$ cat config.mk
export PLATFORM = sky130hd
export DESIGN_NAME = booth_controller
export DESIGN_NICKNAME = d
export VERILOG_FILES = /design/src/rtl/booth_controller.sv
export SDC_FILE = /design/constraint.sdc
export NUM_CORES = 1
export LEC_CHECK = 0
export ABC_AREA = 1
export CAP_MARGIN = 20
export CORE_MARGIN = 2
export CORE_UTILIZATION = 30
export CTS_CLUSTER_DIAMETER = 100
export DETAILED_ROUTE_END_ITERATION = 10
export PLACE_DENSITY_LB_ADDON = 0.2
export SKIP_LAST_GASP = 1
export SYNTH_ARGS = -nofsm -noshare
export SYNTH_HDL_FRONTEND = slang
export SYNTH_SLANG_ARGS = --single-unit
$ cat constraint.sdc
create_clock -name clk -period 3.8 [get_ports clk]
set_clock_uncertainty 0.1 [all_clocks]
set_input_delay 0.76 -clock clk [delete_from_list [all_inputs] [get_ports clk]]
set_output_delay 0.76 -clock clk [all_outputs]
set_load 0.03 [all_outputs]
$ cat src/rtl/booth_controller.sv
// booth_controller
// Sequencing FSM for a radix-2 Booth multiplier. It drives the load and
// update enables of the 33-bit partial-product register {A, Q, Q-1}. It
// also drives the add/subtract select of the shared adder, counts the
// WIDTH_IN Booth iterations, and runs the start/done/ack handshake with
// the requester.
//
// Ports
//   clk       clock, rising edge
//   reset     asynchronous, active-high
//   start_i   multiply request (taken in IDLE, or in DONE together with ack_i)
//   ack_i     requester has taken the result (DONE only)
//   q_bits_i  {Q0, Q-1} from the partial-product register
//   en_i      load register with {16'h0000, B, 1'b0}
//   en_pp     capture adder + arithmetic-shift result
//   en_fp     latch final product
//   add_o     adder performs A + M
//   sub_o     adder performs A - M
//   busy_o    high in LOAD, EVAL, FINAL
//   done_o    product valid (DONE)
//
// state | meaning
// ------+--------------------------------------------------------------
// IDLE  | waiting for start_i, all outputs low
// LOAD  | one cycle: load multiplier into Q, clear A and Q-1, counter <= 0
// EVAL  | one Booth iteration per cycle, WIDTH_IN cycles in total
// FINAL | one cycle: latch {A, Q} as the product
// DONE  | product valid, held until ack_i

module booth_controller #(
   parameter int WIDTH_IN = 16,
   parameter int CNT_W    = 5
) (
   input  logic       clk,
   input  logic       reset,
   input  logic       start_i,
   input  logic       ack_i,
   input  logic [1:0] q_bits_i,
   output logic       en_i,
   output logic       en_pp,
   output logic       en_fp,
   output logic       add_o,
   output logic       sub_o,
   output logic       busy_o,
   output logic       done_o
);

   typedef enum logic [2:0] {
      IDLE  = 3'd0,
      LOAD  = 3'd1,
      EVAL  = 3'd2,
      FINAL = 3'd3,
      DONE  = 3'd4
   } state_t;

   localparam logic [CNT_W-1:0] CNT_LAST = CNT_W'(WIDTH_IN - 1);

   state_t           state, state_nxt;
   logic [CNT_W-1:0] cnt, cnt_nxt;

   always_ff @(posedge clk or posedge reset) begin
      if (reset) begin
         state <= IDLE;
         cnt   <= '0;
      end else begin
         state <= state_nxt;
         cnt   <= cnt_nxt;
      end
   end

   always_comb begin
      state_nxt = state;
      cnt_nxt   = cnt;
      en_i      = 1'b0;
      en_pp     = 1'b0;
      en_fp     = 1'b0;
      add_o     = 1'b0;
      sub_o     = 1'b0;
      busy_o    = 1'b0;
      done_o    = 1'b0;
      case (state)
         IDLE: begin
            if (start_i) state_nxt = LOAD;
         end
         LOAD: begin
            en_i      = 1'b1;
            busy_o    = 1'b1;
            cnt_nxt   = '0;
            state_nxt = EVAL;
         end
         EVAL: begin
            en_pp  = 1'b1;
            busy_o = 1'b1;
            // Booth recoding of {Q0, Q-1}: 01 adds M, 10 subtracts M,
            // 00/11 only shift.
            add_o  = (q_bits_i == 2'b01);
            sub_o  = (q_bits_i == 2'b10);
            // The counter holds at the last value instead of stepping past
            // WIDTH_IN-1; LOAD is the only place it is cleared.
            if (cnt == CNT_LAST) begin
               state_nxt = FINAL;
            end else begin
               cnt_nxt = cnt + CNT_W'(1);
            end
         end
         FINAL: begin
            en_fp     = 1'b1;
            busy_o    = 1'b1;
            state_nxt = DONE;
         end
         DONE: begin
            done_o = 1'b1;
            if (ack_i) state_nxt = start_i ? LOAD : IDLE;
         end
         // Unused encodings fall back to IDLE with every output low.
         default: state_nxt = IDLE;
      endcase
   end

endmodule
* Yosys cells after proc, flatten, opt, wreduce, memory -nomap -nowiden
Index checks and enable logic that the tools add are counted.
W data, S select, Z words.
** Word-level totals
- Bits in registers :: 8
- Input bits :: 6
- Word-level logic and storage cells :: 33
** Cells by class
- Add/subtract/negate cells :: 1
- Equal/unequal tests :: 11
- Multiplexer cells :: 14
- Reduce and logical (&&, ||, !) cells :: 5
** Operators with widths (number)
- $pmux W3 S5 :: 1
- $pmux W5 S2 :: 1
- $mux W3 :: 3
- $mux W1 :: 8
- $ne A2 B2 Y1 const B :: 4
- $eq A3 B2 Y1 const B :: 2
- $add A5 B1 Y5 const B :: 1
- $eq A5 B4 Y1 const B :: 1
- $mux W5 :: 1
- $eq A3 B1 Y1 const B :: 1
- $eq A3 B3 Y1 const B :: 1
- $logic_not A3 Y1 :: 1
- $reduce_and A3 Y1 :: 1
- $reduce_or A3 Y1 :: 1
- $eq A2 B1 Y1 const B :: 1
- $eq A2 B2 Y1 const B :: 1
- $reduce_and A2 Y1 :: 1
- $reduce_bool A2 Y1 :: 1

* Depth between registers and ports, before layout
- Depth after elaboration :: 3
- Depth in mapped cells :: 9
- Depth with buffers taken out :: 9

* Worst setup path after synthesis
OpenSTA, ideal clock, no wires.
- Path type :: in2out
- Start point :: input q_bits_i[0]
- End point :: output add_o
- Arrival time :: 1493 ps
- Required time :: 2940 ps
- Path slack :: 1447 ps
- Stages on the path :: 2
- Buffers on the path :: 0
- Path through :: inv_1 -> nor3_1
** On the way
- Longest elaborated chain between the ends :: 2
** Ends and longest elaborated chain
- start, declared :: line 38 : input logic [1:0] q_bits_i,
- $eq A2 B1 Y1 :: line 96 : add_o = (q_bits_i == 2'b01);
- $mux W1 :: line 81 : case (state)
- end, declared :: line 42 : output logic add_o,
Every way passes these cells.

* Worst setup path after layout
Ends and elaborated chain as after synthesis.

==> results.json <==
{
  "required_ps": 2940,
  "grt_use_total_pct": 12.2,
  "routabilityCongestion": 0.761,
  "path_class": "input pin to output port",
  "cts_tree": "yes",
  "max_slew_margin_pct": 78.2,
  "power.density_nw_per_um2": 779,
  "dp_worst_setup_slack_ps": 812,
  "clkPwrFrac_pct": 12.5,
  "r2r.worst_path.cells": 8,
  "vdd_ir_drop_max_mv": 0.381,
  "post-route-drc-count": 0,
  "syn_avg_cell_area_um2": 7.96,
  "drt-vias-per-instance": 4.55,
  "syn_to_final_growth_pct": 31.2,
  "synth_nets": 74,
  "internal_power_uw": 268,
  "p_sw_uw": 269,
  "final_util_pct": 40.8,
  "path_clk_slew_ps": 60,
  "die_area_um2": 2100,
  "wl_mm": 1.06,
  "yosys.cell_count.top_type": "nand2_1",
  "final_hold_viol_count": 0,
  "numCtsBuffers": 3,
  "ys_seq_area_share_pct": 38.1,
  "synth_area_leaders": "dfrtp_1 38%, nand2_1 11%, inv_1 7.9%, nand2_4 6.4%, nand3_1 5.7%",
  "r2r_setup_slack_ps": 2250,
  "cts-root-buf": "clkbuf_4",
  "leakage_nw": 0.361,
  "status": "completed",
  "dp_hpwl_um": 781,
  "cts_resized": 0,
  "drtPass1Iterations": 4,
  "cp_slowest_cell": "clkdlybuf4s50_1",
  "synthDistinctLibCells": 18,
  "antenna_cells": 0,
  "drt_iter0_drc": 7,
  "setup_viol": 0,
  "synth_top_cell_area_share_pct": 38.1,
  "die_h_um": 45.9,
  "drive_above_1_share_pct": 13.6,
  "cp_slowest_stage_delay_ps": 690,
  "cts-hold-fix-buffers": 0,
  "finalNonFillerCells": 98,
  "globalRoute.totalOverflow": 0,
  "syn_inst": 66,
  "initial_core_util_pct": 31.1,
  "antenna_found_initial": 0,
  "rsz0062_at_grt": "no",
  "postCtsSetupRepairBufs": 0,
  "grt_max_degree": 9,
  "io_buffers": 12,
  "wl_per_cell_um": 10.8,
  "yosys-top-cells-count": "15 x nand2_1, 11 x inv_1, 8 x dfrtp_1",
  "path_delay_family": "buffers and inverters",
  "combPwrFrac_pct": 59.3,
  "final.min_clock_period_ps": 2980,
  "cp_common_cell": "clkdlybuf4s50_1",
  "worst-path-buf-inv": 3,
  "yosysTopAreaCell": "dfrtp_1",
  "clk_latency_ps": 260,
  "vias": 446,
  "clock_sinks": 8,
  "fin_setup_tns_ps": 0,
  "timing.final.ws_setup_ps": 817,
  "worstSetupEndpointType": "output port",
  "worstSetupStartpointType": "input pin",
  "synth-edff-count": 0,
  "synth_warnings": 0,
  "worst_pin_slew_ps": 327,
  "place_area_um2": 667,
  "async_flop_share_pct": 100,
  "p_seq_share_pct": 28.2,
  "fmax_mhz": 335,
  "clockBufferDepth": 2,
  "dp.cells": 95,
  "cts.htree.levels": 1,
  "period_share_pct": 78.5,
  "syn_area_um2": 526,
  "ys_seq_elements": 8,
  "timing.final.max_slew_violations": 0,
  "critPathArrivalTime_ps": 2120,
  "maxCapViolCount": 0,
  "core_area_um2": 1690,
  "min_path_type": "register to register",
  "grt_pass1_vias": 407,
  "die_w_um": 45.9,
  "final_nets": 91,
  "holdPathStages": 2,
  "detail-route-antenna-nets": 0,
  "num_rows": 15,
  "path_depth": 4,
  "swShare_pct": 50.0,
  "pin_count": 13,
  "synthFlopType": "dfrtp_1",
  "design_area_um2": 689,
  "grt_first_pass_wirelength_mm": 1.75,
  "crit_fanout": 2,
  "crit_chain": "clkdlybuf4s50_1 > inv_1 > nor3_1 > clkdlybuf4s50_1"
}
## power by group through the flow
stage	Clock, mW	Combinational [mW]	Sequential [mW]
5_1_grt	0.0780	0.350	0.157
3_5_place_dp	0	0.322	0.153
3_3_place_gp	0	0.320	0.153
6_report	0.0671	0.318	0.151
4_1_cts	0.0715	0.324	0.152
2_1_floorplan	0	0.231	0.145
## cells by family after synthesis
logic type | synth area share, %
and+or+nand+nor | 44.0
buffers and inverters | 9.52
DFF | 38.1
AOI/OAI and AO/OA | 1.90
adders and majority gates | 4.76
xor gates and xnor gates | 1.67
## worst min-delay path, delay by kind of cell (launching register included)
kind | cells | cell delay (ps)
DFF | 1 | 340
and+or+nand+nor | 2 | 140
## worst paths after layout
kind,start,end
min in group asynchronous,reset,cnt[2]$_DFFE_PP0P_
max,q_bits_i[0],add_o
max reg2reg,cnt[0]$_DFFE_PP0P_,cnt[0]$_DFFE_PP0P_
max in group asynchronous,reset,state[0]$_DFFE_PP0P_
min reg2reg,cnt[4]$_DFFE_PP0P_,cnt[4]$_DFFE_PP0P_
min,cnt[4]$_DFFE_PP0P_,cnt[4]$_DFFE_PP0P_
## registers in the layout (all words and copies together) (netlist names)
signal  flops
state       3
cnt         5
## layer usage
| metal | GRT usage (%) | vias up | share of wire [%] |
|---|---|---|---|
| li1 | - | 241 | - |
| met2 | 19.2 | 12 | 46 |
| met4 | 6.86 | 0 | 0 |
| met1 | 13.4 | 193 | 48 |
| met3 | 5.95 | 0 | 5.7 |
| met5 | 0 | - | 0 |
## cell type report
| type | count | area, um2 |
|---|---|---|
| Tap cell | 17 | 21.3 |
| Sequential cell | 8 | 200 |
| Timing Repair Buffer | 12 | 120 |
| Multi-Input combinational cell | 46 | 275 |
| Fill cell | 169 | 1000 |
| Clock buffer | 3 | 22.5 |
| Inverter | 12 | 50.0 |
## placed cells by master (no fill, tap or decap)
master,count
nand3b_1,2
nand3_1,6
a21oi_1,1
dfrtp_1,8
nand2_8,1
xor2_1,1
nand4_1,2
nor2_4,1
nand2_1,15
nor2_2,1
clkdlybuf4s50_1,12
nand3_2,1
clkbuf_4,3
ha_1,2
nand2_4,3
nor2_1,7
inv_6,1
inv_1,11
nor3_1,2
o21ai_1,1
## per-stage QoR
step	power (mW)	hold slack, ps
2_1_floorplan	0.376	376
3_3_place_gp	0.472	396
3_5_place_dp	0.475	406
4_1_cts	0.548	419
5_1_grt	0.585	459
6_report	0.537	409
Note: power is estimated with default switching activity, not from simulation.
